File: src/rtl/pipe_pkg.sv
// Shared types and constants for the elastic pipeline stage register.
// Build option: PIPE_SKID_BUF_EN adds one skid entry at the input and widens
// the occupancy count by one slot.
package pipe_pkg;

    localparam int unsigned PIPE_CTRL_W = 16;
    localparam int unsigned PIPE_DATA_W = 160;

    // A bubble's control field: all zeros means no register/memory write.
    localparam logic [PIPE_CTRL_W-1:0] CTRL_NOP = '0;

`ifdef PIPE_SKID_BUF_EN
    localparam int unsigned PIPE_SKID = 1;
`else
    localparam int unsigned PIPE_SKID = 0;
`endif

    typedef struct packed {
        logic                   valid;
        logic [PIPE_CTRL_W-1:0] ctrl;
        logic [PIPE_DATA_W-1:0] data;
    } pipe_slot_t;

    // Width of the occupancy count for a given depth (skid entry included).
    function automatic int unsigned pipe_cnt_w(input int unsigned depth);
        return $clog2(depth + 1 + PIPE_SKID);
    endfunction

endpackage

File: src/rtl/pipe_slot.sv
// One slot of the stage register: load a live entry, collapse to a bubble
// (control -> CTRL_NOP, data retained) or hold. Capture edge set by NEG_EDGE.
// Also used as the skid entry when PIPE_SKID_BUF_EN is defined.
module pipe_slot
    import pipe_pkg::*;
#(
    parameter int unsigned CTRL_W   = PIPE_CTRL_W,
    parameter int unsigned DATA_W   = PIPE_DATA_W,
    parameter bit          NEG_EDGE = 1'b1
) (
    input  logic              clk,
    input  logic              rst_n,
    input  logic              i_load,
    input  logic              i_bubble,
    input  logic [CTRL_W-1:0] i_ctrl,
    input  logic [DATA_W-1:0] i_data,
    output logic              o_valid,
    output logic [CTRL_W-1:0] o_ctrl,
    output logic [DATA_W-1:0] o_data
);
    localparam logic [CTRL_W-1:0] L_NOP = CTRL_W'(CTRL_NOP);

    logic              r_valid;
    logic [CTRL_W-1:0] r_ctrl;
    logic [DATA_W-1:0] r_data;
    logic              w_valid_nxt;
    logic [CTRL_W-1:0] w_ctrl_nxt;
    logic [DATA_W-1:0] w_data_nxt;

    // Next slot contents: load wins over bubble; otherwise hold.
    always_comb begin
        w_valid_nxt = r_valid;
        w_ctrl_nxt  = r_ctrl;
        w_data_nxt  = r_data;
        if (i_load) begin
            w_valid_nxt = 1'b1;
            w_ctrl_nxt  = i_ctrl;
            w_data_nxt  = i_data;
        end else if (i_bubble) begin
            w_valid_nxt = 1'b0;
            w_ctrl_nxt  = L_NOP;
        end
    end

    if (NEG_EDGE) begin : g_neg
        // Slot register captured on the falling edge.
        always_ff @(negedge clk or negedge rst_n) begin
            if (!rst_n) begin
                r_valid <= 1'b0;
                r_ctrl  <= L_NOP;
                r_data  <= '0;
            end else begin
                r_valid <= w_valid_nxt;
                r_ctrl  <= w_ctrl_nxt;
                r_data  <= w_data_nxt;
            end
        end
    end else begin : g_pos
        // Slot register captured on the rising edge.
        always_ff @(posedge clk or negedge rst_n) begin
            if (!rst_n) begin
                r_valid <= 1'b0;
                r_ctrl  <= L_NOP;
                r_data  <= '0;
            end else begin
                r_valid <= w_valid_nxt;
                r_ctrl  <= w_ctrl_nxt;
                r_data  <= w_data_nxt;
            end
        end
    end

    assign o_valid = r_valid;
    assign o_ctrl  = r_ctrl;
    assign o_data  = r_data;

endmodule

File: src/rtl/pipe_stage_reg.sv
// Elastic inter-stage pipeline register: DEPTH slots with valid/ready
// handshake, bubble collapse, hold, flush and a registered occupancy count.
// Build option: PIPE_SKID_BUF_EN adds a skid entry and registers ready_o.
module pipe_stage_reg
    import pipe_pkg::*;
#(
    parameter int unsigned CTRL_W   = PIPE_CTRL_W,
    parameter int unsigned DATA_W   = PIPE_DATA_W,
    parameter int unsigned DEPTH    = 1,
    parameter bit          NEG_EDGE = 1'b1
) (
    input  logic                         clk,
    input  logic                         rst_n,
    input  logic                         valid_i,
    output logic                         ready_o,
    input  logic [CTRL_W-1:0]            ctrl_i,
    input  logic [DATA_W-1:0]            data_i,
    input  logic                         hold_i,
    input  logic                         flush_i,
    output logic                         valid_o,
    input  logic                         ready_i,
    output logic [CTRL_W-1:0]            ctrl_o,
    output logic [DATA_W-1:0]            data_o,
    output logic [pipe_cnt_w(DEPTH)-1:0] count_o
);
    localparam int unsigned       CNT_W = pipe_cnt_w(DEPTH);
    localparam logic [CTRL_W-1:0] L_NOP = CTRL_W'(CTRL_NOP);

    logic [DEPTH-1:0]  w_valid;
    logic [DEPTH-1:0]  w_adv;
    logic [DEPTH-1:0]  w_load;
    logic [DEPTH-1:0]  w_bubble;
    logic [CTRL_W-1:0] w_ctrl     [DEPTH];
    logic [DATA_W-1:0] w_data     [DEPTH];
    logic [CTRL_W-1:0] w_src_ctrl [DEPTH];
    logic [DATA_W-1:0] w_src_data [DEPTH];
    logic              w_flow;
    logic              w_s0_open;
    logic              w_xfer_in;
    logic              w_xfer_out;
    logic [CNT_W-1:0]  r_count;
    logic [CNT_W-1:0]  w_count_nxt;

    // Advance chain, resolved from head back to tail so a slot may move into
    // a neighbour that is itself moving on this edge.
    always_comb begin
        w_flow         = !hold_i && !flush_i;
        w_xfer_out     = w_valid[DEPTH-1] && ready_i && !hold_i;
        w_adv          = '0;
        w_adv[DEPTH-1] = w_xfer_out && !flush_i;
        for (int unsigned j = DEPTH - 1; j > 0; j--) begin
            w_adv[j-1] = w_valid[j-1] && w_flow && (!w_valid[j] || w_adv[j]);
        end
        w_s0_open = w_flow && (!w_valid[0] || w_adv[0]);
    end

`ifdef PIPE_SKID_BUF_EN
    logic              w_skid_valid;
    logic [CTRL_W-1:0] w_skid_ctrl;
    logic [DATA_W-1:0] w_skid_data;
    logic              w_skid_load;
    logic              w_skid_bubble;
    logic              w_skid_valid_nxt;
    logic              r_ready;

    // Skid entry: park an accept that slot 0 cannot take; drain it first.
    // r_ready is low whenever the entry is occupied, so it never overflows.
    always_comb begin
        w_xfer_in        = valid_i && r_ready && !flush_i;
        w_skid_load      = w_xfer_in && (w_skid_valid || !w_s0_open);
        w_skid_bubble    = flush_i || (w_skid_valid && w_s0_open && !w_skid_load);
        w_skid_valid_nxt = !flush_i && (w_skid_load || (w_skid_valid && !w_s0_open));
    end

    pipe_slot #(
        .CTRL_W   (CTRL_W),
        .DATA_W   (DATA_W),
        .NEG_EDGE (NEG_EDGE)
    ) u_skid (
        .clk      (clk),
        .rst_n    (rst_n),
        .i_load   (w_skid_load),
        .i_bubble (w_skid_bubble),
        .i_ctrl   (ctrl_i),
        .i_data   (data_i),
        .o_valid  (w_skid_valid),
        .o_ctrl   (w_skid_ctrl),
        .o_data   (w_skid_data)
    );

    if (NEG_EDGE) begin : g_rdy_neg
        // Registered ready: open only if the skid entry ends this edge empty.
        always_ff @(negedge clk or negedge rst_n) begin
            if (!rst_n) r_ready <= 1'b1;
            else        r_ready <= !w_skid_valid_nxt && w_flow;
        end
    end else begin : g_rdy_pos
        // Registered ready: open only if the skid entry ends this edge empty.
        always_ff @(posedge clk or negedge rst_n) begin
            if (!rst_n) r_ready <= 1'b1;
            else        r_ready <= !w_skid_valid_nxt && w_flow;
        end
    end

    assign ready_o = r_ready;
`else
    assign ready_o   = w_s0_open;
    assign w_xfer_in = valid_i && w_s0_open;
`endif

    // Slot load/bubble controls and data sources.
    always_comb begin
        w_load     = '0;
        w_bubble   = '0;
        w_src_ctrl = '{default: '0};
        w_src_data = '{default: '0};
`ifdef PIPE_SKID_BUF_EN
        w_load[0]     = w_s0_open && (w_skid_valid || w_xfer_in);
        w_src_ctrl[0] = w_skid_valid ? w_skid_ctrl : ctrl_i;
        w_src_data[0] = w_skid_valid ? w_skid_data : data_i;
`else
        w_load[0]     = w_xfer_in;
        w_src_ctrl[0] = ctrl_i;
        w_src_data[0] = data_i;
`endif
        for (int unsigned k = 1; k < DEPTH; k++) begin
            w_load[k]     = w_adv[k-1];
            w_src_ctrl[k] = w_ctrl[k-1];
            w_src_data[k] = w_data[k-1];
        end
        for (int unsigned k = 0; k < DEPTH; k++) begin
            w_bubble[k] = flush_i || (w_adv[k] && !w_load[k]);
        end
    end

    for (genvar g = 0; g < DEPTH; g++) begin : g_slot
        pipe_slot #(
            .CTRL_W   (CTRL_W),
            .DATA_W   (DATA_W),
            .NEG_EDGE (NEG_EDGE)
        ) u_slot (
            .clk      (clk),
            .rst_n    (rst_n),
            .i_load   (w_load[g]),
            .i_bubble (w_bubble[g]),
            .i_ctrl   (w_src_ctrl[g]),
            .i_data   (w_src_data[g]),
            .o_valid  (w_valid[g]),
            .o_ctrl   (w_ctrl[g]),
            .o_data   (w_data[g])
        );
    end

    // Occupancy: +1 in, -1 out, cleared by flush.
    always_comb begin
        w_count_nxt = r_count;
        if (flush_i)                      w_count_nxt = '0;
        else if (w_xfer_in && !w_xfer_out) w_count_nxt = r_count + CNT_W'(1);
        else if (!w_xfer_in && w_xfer_out) w_count_nxt = r_count - CNT_W'(1);
    end

    if (NEG_EDGE) begin : g_cnt_neg
        // Occupancy register, falling edge.
        always_ff @(negedge clk or negedge rst_n) begin
            if (!rst_n) r_count <= '0;
            else        r_count <= w_count_nxt;
        end
    end else begin : g_cnt_pos
        // Occupancy register, rising edge.
        always_ff @(posedge clk or negedge rst_n) begin
            if (!rst_n) r_count <= '0;
            else        r_count <= w_count_nxt;
        end
    end

    assign valid_o = w_valid[DEPTH-1];
    assign ctrl_o  = w_valid[DEPTH-1] ? w_ctrl[DEPTH-1] : L_NOP;
    assign data_o  = w_data[DEPTH-1];
    assign count_o = r_count;

endmodule

File: config.mk
export PLATFORM = sky130hd
export DESIGN_NAME = pipe_stage_reg
export DESIGN_NICKNAME = d
export VERILOG_FILES = /design/src/rtl/pipe_pkg.sv /design/src/rtl/pipe_slot.sv /design/src/rtl/pipe_stage_reg.sv
export SDC_FILE = /design/constraint.sdc
export NUM_CORES = 1
export LEC_CHECK = 0
export ABC_AREA = 1
export CORE_AREA = 2 2 139 141
export CTS_CLUSTER_DIAMETER = 80
export DETAILED_ROUTE_END_ITERATION = 10
export DIE_AREA = 0 0 141 143
export GPL_ROUTABILITY_DRIVEN = 0
export PLACE_DENSITY = 0.77
export SYNTH_ARGS = -nofsm -noshare
export SYNTH_HDL_FRONTEND = slang
export SYNTH_HIERARCHICAL = 1
export SYNTH_SLANG_ARGS = --single-unit
File: constraint.sdc
create_clock -name clk -period 3.14 [get_ports clk]
set_clock_uncertainty 0.1 [all_clocks]
set_input_delay 0.785 -clock clk [delete_from_list [all_inputs] [get_ports clk]]
set_output_delay 0.785 -clock clk [all_outputs]
set_load 0.05 [all_outputs]
Yosys cells after proc, flatten, opt, wreduce, memory -nomap -nowiden
Index checks and enable logic that the tools add are counted.
{ "word_totals": {"ff_bits": 178, "inputBits": 182, "out_inout_bits": 179, "elab_cells": 32} }
{ "classes": {"addsub": 2, "muxes": 8, "reduce_logical": 18} }
{ "op_table": {"columns": ["op", "count"], "rows": [
  ["$mux 16", 3],
  ["$logic_and 1x1->1", 9],
  ["$logic_not 1->1", 5],
  ["$mux 1", 5],
  ["$reduce_bool 3->1", 1],
  ["$logic_or 1x1->1", 2],
  ["$reduce_bool 2->1", 1],
  ["$add 1x1->1 const B", 1],
  ["$sub 1x1->1 const B", 1]
]} }

Logic depth before layout (Yosys ltp)
Gate-level depths: netlist of the first run.
{ "logic_depth": {"ltp_word": 11, "ltp_mapped": 10, "depth_no_buf": 8} }

Modules after synthesis
The synthesis of the first run kept the hierarchy.
{ "modules_own_cells": {"columns": ["module", "instances", "cells_each", "area_each_um2", "seq_area_each_um2"], "rows": [
  ["pipe_slot", 1, 747, 6742.7, 4429.2],
  ["pipe_stage_reg", 1, 53, 286.5, 25.0]
]} }

==> impl_metrics.json, run 1 <==
{
  "drc": 0,
  "critical_path.most_common_cell": "buf_6",
  "ioPinCount": 361,
  "p_seq_share_pct": 31.8,
  "intPower_mw": 6.11,
  "worstReg2RegStart": "g_slot[0].u_slot/o_valid",
  "dp_hpwl_mm": 18.2,
  "maxCapViolations": 0,
  "core_sq_um": 18600,
  "hp-class": "reg -> reg",
  "status": "complete, but fails checks",
  "ys.flop_type": "dfrtn_1",
  "synth_mux_area_share_pct": 0,
  "max_slew.worst_pin.slew_ns": 0.324,
  "vias_per_cell": 5.64,
  "instances_no_fill": 1585,
  "synth_area_sq_um": 7030,
  "synth_cell_type_count": 17,
  "cts_root_buf": "clkbuf_16",
  "grt_overflow": 0,
  "violations": "setup timing",
  "p_sw_share_pct": 39.8,
  "cpPeakStageDelay_ns": 0.46,
  "drv_slew": 0,
  "net-switching-power_mw": 4.04,
  "synth_warnings": 6,
  "initial_core_util_pct": 37.8,
  "share_comb_of_total_power_pct": 46.4,
  "finalNetCount": 1519,
  "synth_compound_area_share_pct": 0,
  "slew_headroom_pct": 78.3,
  "ant_nets": 0,
  "place_inst": 1389,
  "cp_max_fo": 4,
  "crit_type": "reg -> out",
  "power_mw": 10.2,
  "clkSinkCount": 178,
  "pre_cts_ws_ns": -0.837,
  "die-area_sq_um": 20200,
  "firstDrtPassIters": 5,
  "synthAdderAreaFrac_pct": 0,
  "crit_path_start_kind": "flop",
  "wirelength_mm": 45.4,
  "yosysSeqAreaShare_pct": 63.4,
  "vias": 8944,
  "clockBufferDepth": 2,
  "crit_path_top_delay_cell": "dfrtn_1",
  "cts_buffers": 17,
  "cts_tree": "yes",
  "grt_usage_pct": 38.7,
  "syn_inst": 800,
  "synthSimpleGateAreaFrac_pct": 30.9,
  "port_buffers": 360,
  "synth_top_area_cell": "dfrtn_1",
  "drive_above_1_share_pct": 53.0,
  "design_area_sq_um": 16900,
  "antenna_found_initial": 1,
  "end_kind": "primary output",
  "area_growth_pct": 141,
  "synth_top_family_by_area": "simple AND/OR/NAND/NOR gates",
  "grt_max_degree": 37,
  "num_rows": 50,
  "synth.area.top_cells": "dfrtn_1 63%, nand2_1 29%, buf_6 2.1%",
  "ctsHtreeMaxLevel": 4,
  "ys_ff_latch": 178,
  "rrSetupSlack_ns": 1.22,
  "finalSetupViolCount": 357,
  "clk-insertion-delay-late_ns": 0.41,
  "ys_async_sr_fraction_pct": 100,
  "clkPwrFrac_pct": 21.8,
  "synth.most_common_cell": "nand2_1",
  "path_buf_inv": 4,
  "power.density_nw_per_um2": 600,
  "synth_edf_count": 0,
  "die_h_um": 143,
  "synth_area_per_cell_sq_um": 8.79,
  "grt_pass1_vias": 9221,
  "hold_end": "g_slot[0].u_slot/o_data[127]",
  "hp-start": "g_slot[0].u_slot/o_data[127]",
  "ir_worst_vdd_mv": 0.445,
  "rsz0062_at_grt": "true",
  "reg2reg_depth": 11,
  "postCtsHoldBufs": 0,
  "r2r_end": "g_slot[0].u_slot/o_data[66]",
  "cp.required_ns": 2.25,
  "cts.clk_slew.worst_paths_ns": 0.05,
  "fin_util_pct": 91.1,
  "syn_nets": 982,
  "routedWlPerCell_um": 28.7,
  "hold_slack_ns": 0.390,
  "crit_start": "g_slot[0].u_slot/o_valid",
  "synth_xor_area_share_pct": 0,
  "hold_viol": 0,
  "synth_top_area_share_pct": 63.4,
  "fin_ws_ns": -0.799,
  "fin_tns_setup_ns": -97.90,
  "cp.arrival_ns": 3.05,
  "yosys-top-cells-count": "549 x nand2_1, 178 x dfrtn_1, 18 x inv_1",
  "grt_pass1_wl_mm": 56.9,
  "leakagePower_nw": 8.46,
  "drt-initial-drc-count": 788,
  "whs_path_depth": 2,
  "place_area_sq_um": 12900,
  "die_x_um": 141,
  "path_cells": "buf_6, buf_6, nand2_2, clkinvlp_4, buf_12",
  "path_delay_family": "buffers and inverters"
}
-- logic make-up (layout without fill, tap and decap cells) --
kind of cell / Yosys count / in the layout
and+or+nand+nor: 560 / 561
other: 0 / 1
buffers and inverters: 62 / 611
DFF: 178 / 178
-- area by class of cell --
type	instances	area [sq um]
antenna	1	2.50
clock buffer	17	425
clock inverter	15	148
fill	588	1650
inverter	22	180
multi-input combinational	561	3180
sequential	178	4450
tap	234	293
timing repair buffer	554	8210
timing repair inverter	3	40.0
-- placed cells by master (no fill, tap or decap), types with 3 or more instances in the layout --
cell,instances
inv_8,5
buf_6,16
inv_6,5
buf_12,208
clkbuf_16,21
clkdlybuf4s50_1,176
clkinv_2,3
buf_4,99
buf_8,6
buf_16,42
nand2_2,214
clkinvlp_4,20
dfrtn_1,178
nand2_1,276
nand2_4,60
-- timing repair --
| item | CTS | global route |
|---|---|---|
| buffers inserted | 70 | 53 |
| pin swaps | 145 | 8 |
| cloned | 44 | 4 |
| setup endpoints to repair | 357 | 357 |
| resized for setup | 353 | 114 |
-- layer usage --
metal / track usage, % / wire length, um / vias up
li1: - / - / 3477
met1: 40.2 / 14800 / 4428
met2: 68.3 / 22500 / 800
met3: 13.8 / 4700 / 239
met4: 21.3 / 3390 / 0
met5: 0 / 0 / -
-- worst register-to-register path: stages (launching register included) --
cell	delay, ns
dfrtn_1	0.46
buf_6	0.15
nand2_4	0.06
buf_4	0.14
nand3_4	0.09
inv_8	0.06
buf_12	0.15
buf_12	0.15
buf_12	0.13
buf_16	0.14
nand2_2	0.05
nand2_1	0.07
-- worst max-delay path by stage --
| stage | endpoint | slack, ns | depth (start not counted) |
|---|---|---|---|
| 3_5_place_dp | g_slot[0].u_slot/o_data[38] | -0.84 | 10 |
| 3_3_place_gp | g_slot[0].u_slot/o_data[42] | -0.79 | 10 |
| 5_1_grt | ctrl_o[15] | -0.81 | 5 |
| 2_1_floorplan | ctrl_o[0] | -0.61 | 4 |
| 6_report | ctrl_o[15] | -0.80 | 5 |
| 4_1_cts | ready_o | -0.70 | 5 |
-- sequential cells by signal, indices dropped and copies added, names as in the netlist --
signal	count
g_slot.u_slot/o_valid	1
g_slot.u_slot/o_ctrl	16
count_o	1
g_slot.u_slot/o_data	160
-- power by group through the flow --
stage	logic (mW)	clock network (mW)	registers, mW
6_report	4.71	2.22	3.23
4_1_cts	4.26	2.15	3.14
3_5_place_dp	3.77	0	3.17
3_3_place_gp	3.71	0	3.16
2_1_floorplan	0.411	0	4.25
5_1_grt	4.81	2.31	3.24
(Power assumes the default switching activity.)
==> run 2: changes to the inputs <==
--- a/config.mk
+++ b/config.mk
@@ -6,12 +6,13 @@
 export NUM_CORES = 1
 export LEC_CHECK = 0
 export ABC_AREA = 1
-export CORE_AREA = 2 2 139 141
+export CELL_PAD_IN_SITES_DETAIL_PLACEMENT = 0
+export CELL_PAD_IN_SITES_GLOBAL_PLACEMENT = 2
+export CORE_UTILIZATION = 23
 export CTS_CLUSTER_DIAMETER = 80
 export DETAILED_ROUTE_END_ITERATION = 10
-export DIE_AREA = 0 0 141 143
 export GPL_ROUTABILITY_DRIVEN = 0
-export PLACE_DENSITY = 0.77
+export PLACE_DENSITY_LB_ADDON = 0.1
 export SYNTH_ARGS = -nofsm -noshare
 export SYNTH_HDL_FRONTEND = slang
 export SYNTH_HIERARCHICAL = 1
==> impl_metrics.json, run 2 (same netlist as run 1, synthesis figures left out) <==
{
  "finalNetCount": 1421,
  "fillers": 2730,
  "clkPwrFrac_pct": 23.1,
  "grt_pass1_vias": 6521,
  "net-switching-power_mw": 3.52,
  "crit_path_start_kind": "flop",
  "power.density_nw_per_um2": 610,
  "grt_overflow": 0,
  "drive_above_1_share_pct": 37.8,
  "firstDrtPassIters": 4,
  "maxCapViolations": 0,
  "clockBufferDepth": 2,
  "layout_common_cells": "419 x nand2_1, 196 x buf_12, 178 x dfrtn_1, 176 x clkdlybuf4s50_1, 90 x nand2_2",
  "num_rows": 63,
  "status": "complete, but fails checks",
  "grt_max_degree": 51,
  "leakagePower_nw": 7.36,
  "hold_end": "g_slot[0].u_slot/o_ctrl[13]",
  "instances_no_fill": 1644,
  "cts_buffers": 17,
  "cp_max_fo": 6,
  "p_sw_share_pct": 37.4,
  "cts_root_buf": "clkbuf_16",
  "drc": 0,
  "hp-start": "g_slot[0].u_slot/o_ctrl[13]",
  "ant_nets": 0,
  "worstReg2RegStart": "g_slot[0].u_slot/o_valid",
  "rrSetupSlack_ns": 1.35,
  "ir_worst_vdd_mv": 0.289,
  "hp-class": "reg -> reg",
  "routedWlPerCell_um": 16.9,
  "ctsHtreeMaxLevel": 4,
  "reg2reg_depth": 10,
  "p_seq_share_pct": 33.8,
  "initial_core_util_pct": 23.5,
  "largest_reg_flops": 160,
  "rsz0062_at_grt": "true",
  "dp_hpwl_mm": 18.4,
  "area_growth_pct": 119,
  "intPower_mw": 5.88,
  "core_sq_um": 29900,
  "violations": "setup timing",
  "vias_per_cell": 4.04,
  "cts.clk_slew.worst_paths_ns": 0.06,
  "postCtsHoldBufs": 0,
  "r2r_end": "g_slot[0].u_slot/o_valid",
  "antenna_found_initial": 4,
  "cp.arrival_ns": 3.03,
  "finalSetupViolCount": 354,
  "cp.required_ns": 2.25,
  "clkSinkCount": 178,
  "cts_tree": "yes",
  "ioPinCount": 361,
  "layout_commonest_cell": "nand2_1",
  "end_kind": "primary output",
  "clk-insertion-delay-late_ns": 0.40,
  "drt-initial-drc-count": 192,
  "die-area_sq_um": 31300,
  "hold_viol": 0,
  "fin_ws_ns": -0.776,
  "drv_slew": 0,
  "share_comb_of_total_power_pct": 43.0,
  "crit_type": "reg -> out",
  "wirelength_mm": 27.8,
  "die_h_um": 177,
  "vias": 6649,
  "power_mw": 9.40,
  "grt_usage_pct": 16.9,
  "die_x_um": 177,
  "slew_headroom_pct": 80.0,
  "max_slew.worst_pin.slew_ns": 0.300,
  "fin_util_pct": 51.6,
  "place_inst": 1552,
  "port_buffers": 360,
  "grt_pass1_wl_mm": 39.4,
  "whs_path_depth": 2
}
## run 2: critical path: stages, from the launching register on
cell,delay (ns)
dfrtn_1,0.53
buf_4,0.21
nand2_1,0.09
clkinvlp_4,0.10
buf_12,0.13
## run 2: cell type report
| type | count | area, sq um | area share [%] |
|---|---|---|---|
| well taps | 390 | 488 | 3.17 |
| clock inverters | 13 | 141 | 0.918 |
| inverters | 22 | 190 | 1.23 |
| flip-flops and latches | 178 | 4450 | 28.9 |
| multi-input cells | 560 | 2700 | 17.5 |
| diodes | 2 | 5.00 | 0.0325 |
| repair inverters | 4 | 72.6 | 0.471 |
| repair buffers | 456 | 6910 | 44.9 |
| clock buffers | 19 | 443 | 2.87 |
## run 2: worst max-delay path by stage
stage	to	slack (ns)	cells after the start	from
final	ctrl_o[13]	-0.78	4	g_slot[0].u_slot/o_valid
after global routing	ctrl_o[15]	-0.86	4	g_slot[0].u_slot/o_valid
after CTS	ctrl_o[13]	-0.81	4	g_slot[0].u_slot/o_valid
after detailed placement	g_slot[0].u_slot/o_data[15]	-0.84	10	ready_i
after global placement	g_slot[0].u_slot/o_data[150]	-0.82	10	ready_i
after floorplan	ctrl_o[0]	-0.61	4	g_slot[0].u_slot/o_valid
## run 2: power groups by stage
stage	Clock [mW]	Combinational, mW	Sequential [mW]
after global routing	2.35	4.23	3.22
after detailed placement	0	3.78	3.16
after global placement	0	3.77	3.16
final	2.17	4.04	3.18
after CTS	2.26	3.90	3.13
after floorplan	0	0.411	4.25
## run 2: per-stage QoR
stage | worst slack [ns] | setup TNS, ns | cell area (sq um) | hold WS (ns)
floorplan | -0.615 | -49.94 | 7200 | 0.303
global placement | -0.817 | -145.40 | 13200 | 0.316
detailed placement | -0.844 | -149.02 | 13200 | 0.320
CTS | -0.809 | -82.25 | 14400 | 0.321
global route | -0.859 | -111.81 | 15400 | 0.347
finish | -0.776 | -97.38 | 15400 | 0.328
## run 2: layer usage
metal,track usage (%),vias up,share of wire [%]
li1,-,3269,-
met1,20.3,3131,42
met2,27.7,221,48
met3,6.68,26,8.0
met4,4.74,2,1.5
met5,0,-,0.047
## run 2: repair_timing
action,4_1_cts,5_1_grt
buffers inserted,21,16
pin swaps,7,19
gates cloned,10,20
resized for setup,101,155
setup endpoints to repair,357,357
